[src/rtl/mips_ctrl_pkg.sv]
// Shared types for the multi-cycle MIPS sequencer: state encoding and widths.
package mips_ctrl_pkg;

    localparam int STATE_W = 3;
    localparam int TMO_W   = 8;

    typedef enum logic [STATE_W-1:0] {
        ST_IDLE   = 3'd0,
        ST_FETCH  = 3'd1,
        ST_DECODE = 3'd2,
        ST_EXEC   = 3'd3,
        ST_MEM    = 3'd4,
        ST_WB     = 3'd5,
        ST_EXC    = 3'd6
    } state_t;

    function automatic logic is_mem_state(input state_t s);
        return (s == ST_FETCH) || (s == ST_MEM);
    endfunction

endpackage

[src/rtl/mem_timeout_cnt.sv]
// Counts cycles of an outstanding memory access; flags expiry on the last allowed cycle.
module mem_timeout_cnt
    import mips_ctrl_pkg::*;
#(
    parameter int MEM_TIMEOUT = 15
) (
    input  logic i_clk,
    input  logic i_rst_n,
    input  logic i_clear,
    input  logic i_enable,
    output logic o_expired
);

    localparam logic [TMO_W-1:0] LAST = TMO_W'(MEM_TIMEOUT - 1);

    logic [TMO_W-1:0] cnt;

    // NOTE: sequential state uses non-blocking assignments and an async active-low reset.
    always_ff @(posedge i_clk or negedge i_rst_n) begin
        if (!i_rst_n) begin
            cnt <= '0;
        end else if (i_clear) begin
            cnt <= '0;
        end else if (i_enable && (cnt != LAST)) begin
            cnt <= cnt + TMO_W'(1);
        end
    end

    // Holds cnt at LAST, the cycle on which the access is abandoned unless ready arrives.
    assign o_expired = (cnt == LAST);

endmodule

[src/rtl/multicycle_ctrl.sv]
// Multi-cycle sequencer: steps each instruction through FETCH/DECODE/EXEC/MEM/WB on a
// single shared memory port and owns every state-changing write enable.
module multicycle_ctrl
    import mips_ctrl_pkg::*;
#(
    parameter int MEM_TIMEOUT = 15,
    parameter int CNT_W       = 32
) (
    input  logic               i_clk,
    input  logic               i_rst_n,
    input  logic               i_start,
    input  logic               i_is_load,
    input  logic               i_is_store,
    input  logic               i_regWrite,
    input  logic               i_pcChange,
    input  logic               i_exception,
    input  logic               i_mem_ready,
    output logic               o_mem_req,
    output logic               o_mem_we,
    output logic               o_ir_we,
    output logic               o_reg_we,
    output logic               o_pc_we,
    output logic               o_epc_we,
    output logic               o_bus_error,
    output logic [STATE_W-1:0] o_state,
    output logic [CNT_W-1:0]   o_instr_cnt
);

    state_t state, state_nxt;
    logic   expired;
    logic   timeout;
    logic   in_access;

    assign in_access = is_mem_state(state);

    mem_timeout_cnt #(.MEM_TIMEOUT(MEM_TIMEOUT)) u_tmo (
        .i_clk     (i_clk),
        .i_rst_n   (i_rst_n),
        .i_clear   (!in_access || i_mem_ready),
        .i_enable  (in_access && !i_mem_ready),
        .o_expired (expired)
    );

    always_ff @(posedge i_clk or negedge i_rst_n) begin
        if (!i_rst_n) begin
            state       <= ST_IDLE;
            o_bus_error <= 1'b0;
            o_instr_cnt <= '0;
        end else begin
            state <= state_nxt;
            if (timeout) begin
                o_bus_error <= 1'b1;
            end
            if (o_pc_we && (state != ST_EXC)) begin
                o_instr_cnt <= o_instr_cnt + CNT_W'(1);
            end
        end
    end

    // NOTE: every output of this block is defaulted first so no path infers a latch.
    always_comb begin
        state_nxt = state;
        o_mem_req = 1'b0;
        o_mem_we  = 1'b0;
        o_ir_we   = 1'b0;
        o_reg_we  = 1'b0;
        o_pc_we   = 1'b0;
        o_epc_we  = 1'b0;
        timeout   = 1'b0;
        case (state)
            ST_IDLE: begin
                if (i_start) state_nxt = ST_FETCH;
            end
            ST_FETCH: begin
                o_mem_req = 1'b1;
                if (i_mem_ready) begin
                    o_ir_we   = 1'b1;
                    state_nxt = ST_DECODE;
                end else if (expired) begin
                    timeout   = 1'b1;
                    state_nxt = ST_EXC;
                end
            end
            ST_DECODE: begin
                state_nxt = i_exception ? ST_EXC : ST_EXEC;
            end
            ST_EXEC: begin
                if (i_exception) begin
                    state_nxt = ST_EXC;
                end else if (i_pcChange) begin
                    o_pc_we   = 1'b1;
                    state_nxt = ST_FETCH;
                end else if (i_is_load || i_is_store) begin
                    state_nxt = ST_MEM;
                end else if (i_regWrite) begin
                    state_nxt = ST_WB;
                end else begin
                    o_pc_we   = 1'b1;
                    state_nxt = ST_FETCH;
                end
            end
            ST_MEM: begin
                // Late exceptions are ignored here: the access commits the instruction.
                o_mem_req = 1'b1;
                o_mem_we  = i_is_store;
                if (i_mem_ready) begin
                    if (i_is_store) begin
                        o_pc_we   = 1'b1;
                        state_nxt = ST_FETCH;
                    end else begin
                        state_nxt = ST_WB;
                    end
                end else if (expired) begin
                    timeout   = 1'b1;
                    state_nxt = ST_EXC;
                end
            end
            ST_WB: begin
                o_reg_we  = 1'b1;
                o_pc_we   = 1'b1;
                state_nxt = ST_FETCH;
            end
            ST_EXC: begin
                o_epc_we  = 1'b1;
                o_pc_we   = 1'b1;
                state_nxt = ST_FETCH;
            end
            default: state_nxt = ST_IDLE;
        endcase
    end

    assign o_state = state;

endmodule

[config.mk]
export PLATFORM = sky130hd
export DESIGN_NAME = multicycle_ctrl
export DESIGN_NICKNAME = d
export VERILOG_FILES = /design/src/rtl/mips_ctrl_pkg.sv /design/src/rtl/mem_timeout_cnt.sv /design/src/rtl/multicycle_ctrl.sv
export SDC_FILE = /design/constraint.sdc
export NUM_CORES = 1
export LEC_CHECK = 0
export ABC_AREA = 0
export CAP_MARGIN = 20
export CORE_AREA = 2 2 72 67
export CTS_BUF_LIST = sky130_fd_sc_hd__clkbuf_4
export DETAILED_ROUTE_END_ITERATION = 8
export DIE_AREA = 0 0 74 69
export GPL_ROUTABILITY_DRIVEN = 1
export MAX_ROUTING_LAYER = met4
export PLACE_DENSITY = 0.91
export SLEW_MARGIN = 20
export SYNTH_ARGS = -nofsm -noshare
export SYNTH_HDL_FRONTEND = slang
export SYNTH_SLANG_ARGS = --single-unit
[constraint.sdc]
create_clock -name i_clk -period 2.26 [get_ports i_clk]
set_clock_uncertainty 0.2 [all_clocks]
set_input_delay 0.339 -clock i_clk [delete_from_list [all_inputs] [get_ports i_clk]]
set_output_delay 0.339 -clock i_clk [all_outputs]
set_load 0.02 [all_outputs]
==> results of run 1 <==
-- through the flow --
step / TNS (ns) / util (%) / cells / worst slack [ns] / power [W]
6_report: 0 / 70.5 / 363 / 0.00503 / 0.00242
4_1_cts: 0 / 70.2 / 362 / 0.0247 / 0.00242
3_3_place_gp: -2.41 / 68.1 / 353 / -0.316 / 0.00192
3_5_place_dp: -3.73 / 68.1 / 353 / -0.368 / 0.00194
5_1_grt: -0.0215 / 70.5 / 363 / -0.0199 / 0.00256
2_1_floorplan: 0 / - / 220 / 0.209 / 0.00147
-- Yosys cell counts, types with 3 or more instances --
master	instances	area, um2
nor4_1	5	31.3
xor2_1	30	263
nor2_1	21	78.8
nand2_1	19	71.3
nand3_1	9	45.0
nand2b_1	3	18.8
inv_1	6	22.5
ha_1	3	37.5
dfrtp_1	44	1100
nor3_1	18	90.1
clkbuf_1	4	15.0
xnor2_1	7	61.3
a21oi_1	5	25.0
nand4_1	5	31.3
o21a_1	3	22.5
and3_1	3	18.8
-- per-layer routing --
layer | share of wire (%) | routed length, um | track usage, % | vias to the layer above
li1 | - | - | - | 928
met1 | 43 | 2430 | 28.2 | 996
met2 | 51 | 2900 | 40.3 | 48
met3 | 4.8 | 271 | 4.53 | 8
met4 | 1.3 | 74 | 7.07 | 0
met5 | 0 | 0 | - | -
-- layout make-up --
type,count,area share [%]
flip-flops and latches,44,36.0
multi-input cells,164,35.1
repair buffers,79,23.0
well taps,62,2.53
clock inverters,3,1.39
clock buffers,5,1.23
inverters,6,0.735
-- state kept, by name (all words and copies together), names as in the netlist --
signal,cells
o_bus_error,1
o_instr_cnt,32
o_state,3
u_tmo.cnt,8
-- cells by family (layout without fill, tap and decap cells) --
| kind of cell | Yosys count | after routing |
|---|---|---|
| adders and majority gates | 3 | 3 |
| and+or+nand+nor | 100 | 100 |
| xor gates and xnor gates | 37 | 37 |
| muxes | 1 | 1 |
| AOI/OAI and AO/OA | 23 | 23 |
| DFF | 44 | 44 |
| buffers and inverters | 12 | 93 |
-- power groups by stage --
stage	clock network, W	logic (W)	registers [W]
4_1_cts	0.000500	0.000962	0.000961
2_1_floorplan	0	0.000398	0.00107
6_report	0.000494	0.000963	0.000961
3_5_place_dp	0	0.000969	0.000972
3_3_place_gp	0	0.000947	0.000969
5_1_grt	0.000540	0.00104	0.000977
-- critical path, delay by kind of cell --
family / cells / cell delay [ns]
AND/OR/NAND/NOR: 2 / 0.14
XOR/XNOR: 1 / 0.16
buffers and inverters: 5 / 1.13
AO/OA/AOI/OAI: 2 / 0.53
-- worst max path at each step --
stage                             endpoint  slack (ns)
6_report        o_instr_cnt[4]$_DFFE_PN0P_       0.005
5_1_grt        o_instr_cnt[10]$_DFFE_PN0P_       -0.02
4_1_cts                            o_pc_we        0.02
3_5_place_dp                       o_pc_we       -0.37
3_3_place_gp                       o_pc_we       -0.32
2_1_floorplan  o_instr_cnt[29]$_DFFE_PN0P_        0.21
-- timing repair --
| action | in CTS | in global routing |
|---|---|---|
| endpoints found under the setup margin | 6 | 2 |
| buffers inserted | 0 | 1 |
| endpoints found under the hold margin | 30 | 0 |
| resized for setup | 10 | 3 |
| hold buffers | 1 | 0 |
| pin swaps | 1 | 2 |
==> summary.md, run 1 <==
| Metric | Value |
|---|---|
| Status | `finished clean` |
| Hold_ws | `0.203 ns` |
| Layout area overhead | `38.6%` |
| CTS Root Cell | `clkbuf_4` |
| WS Path Type | `in2reg` |
| RSZ-0062 raised after global routing | `yes` |
| Pwr dens | `roughly 790 mW/mm2` |
| Vias | `1,980` |
| Post-Syn Instances | `220` |
| LEAKAGE | `1.46 nW` |
| Worst path required time | `2.30 ns` |
| First-pass GRT wire length | `approximately 9.2 mm` |
| Num CTS Buffers | `5` |
| TritonCTS clock tree | `built` |
| Sw frac | `between 30% and 40%` |
| Critical Path End Type | `flop` |
| Post-DP HPWL | `slightly above 4 mm` |
| Die height | `around 69 um` |
| Post-Syn Nets | `232` |
| Vias in the first global route | `roughly 2,000` |
| Internal power | `0.00154 W` |
| Gate power share | `39.8%` |
| VDD IR-drop max | `699 uV` |
| Synth Register Bits | `44` |
| Crit-path slowest cell | `clkdlybuf4s50_1` |
| Worst slew pin tran | `0.407 ns` |
| Period minus WS final | `2.25 ns` |
| Unique masters post-synth | `45` |
| Antenna-violating nets left | `0` |
| GPL Wtd Cong | `0.885` |
| Fin crit share | `99.8%` |
| Input/output buffers | `50` |
| Worst path cell trace | `clkdlybuf4s50_1 > nor3_2 > buf_4 > buf_4 > o21a_1 > buf_4 > o21ai_1 > buf_4 > nor2_1 > xor2_1` |
| Synth Area in Compound Gates | `roughly 7%` |
| Rows | `23` |
| Core area | `between 0.004 and 0.005 mm2` |
| Routed vias/inst | `5.45` |
| Max incr delay on CP | `0.51 ns` |
| Layout cells sized above 1 | `15.6%` |
| HP Class | `in2async` |
| Starting Density | `between 50% and 60%` |
| Clock Tree Buf Depth | `2` |
| R2R depth | `7` |
| Simple-gate area share of the yosys netlist | `around a quarter` |
| Sw Pwr | `between 0.0008 and 0.0009 W` |
| Final nets | `around 310` |
| Crit-path max FO | `5` |
| Die area | `0.00511 mm2` |
| Crit-path most repeated cell | `buf_4` |
| Max Cap Violations | `0` |
| Synth Area in Adders | `1.70%` |
| Cell area after layout | `0.00306 mm2` |
| Most frequent cells in the layout | `43 x clkdlybuf4s50_1, 43 x dfrtp_1, 30 x xor2_1` |
| Largest net degree at the start of global routing | `18` |
| Worst slew margin | `between 70% and 80%` |
| Worst reg-to-reg setup slack | `0.09 ns` |
| Maximum clock frequency | `443 MHz` |
| RR Endpoint | `o_instr_cnt[31]$_DFFE_PN0P_` |
| Number of enable flip-flop cells after synthesis | `0` |
| Yosys warns | `0` |
| FFs w/ async S/R, synth | `100%` |
| Seq pwr share | `39.8%` |
| Die Span X | `74 um` |
| Multi-input logic area | `0.00108 mm2` |
| Seq. cell area | `0.00110 mm2` |
| # IOs | `51` |
| Seq/Total Area, Yosys | `~50%` |
| Congestion Overflow GR | `0` |
| CTS Sinks | `44` |
| Crit path DAT | `~2.3 ns` |
| Initial antenna violation count | `0` |
| Tot GR Track Use | `23.7%` |
| Drt first pass iters | `4` |
| Ant diodes | `0` |
| Placed cell area | `about 0.003 mm2` |
| Clock Power Share | `20.4%` |
| Setup Viol. Count Final | `0` |
| XOR/XNOR Fraction of Synth Area | `~15%` |
| Startpoint Class | `input pin` |
| Fillers | `approximately 340` |
| Final wirelength | `~5.7 mm` |
| Slew Viols, Final | `0` |
| Initial DRC count | `126` |
| Register clock-pin slew on the reported worst setup and hold paths | `0.14 ns` |
| Syn_area_per_cell | `10.0 um2` |
| CP startpoint | `i_is_store` |
| WL/cell | `15.6 um` |
| Final hold vios | `0` |
| Cell Area, Synth | `0.00221 mm2` |
| Mux cell area share after synthesis | `less than 1%` |
| Top_reg_cell synth | `dfrtp_1` |
| Worst R2R Start | `o_instr_cnt[5]$_DFFE_PN0P_` |
| Largest family of logic cells by synthesized area | `simple AND/OR/NAND/NOR gates` |
| DRC Markers | `0` |
| H-tree depth | `2` |
| Worst-skew pair later-pin latency | `0.36 ns` |
Power figures use the tool's default switching activity.
==> run 2: changes to the inputs <==
--- a/config.mk
+++ b/config.mk
@@ -9,6 +9,7 @@
 export CAP_MARGIN = 20
 export CORE_AREA = 2 2 72 67
 export CTS_BUF_LIST = sky130_fd_sc_hd__clkbuf_4
+export CTS_CLUSTER_DIAMETER = 60
 export DETAILED_ROUTE_END_ITERATION = 8
 export DIE_AREA = 0 0 74 69
 export GPL_ROUTABILITY_DRIVEN = 1
==> results of run 2 <==
The final DEF is identical to that of run 1; final timing and power are the same.
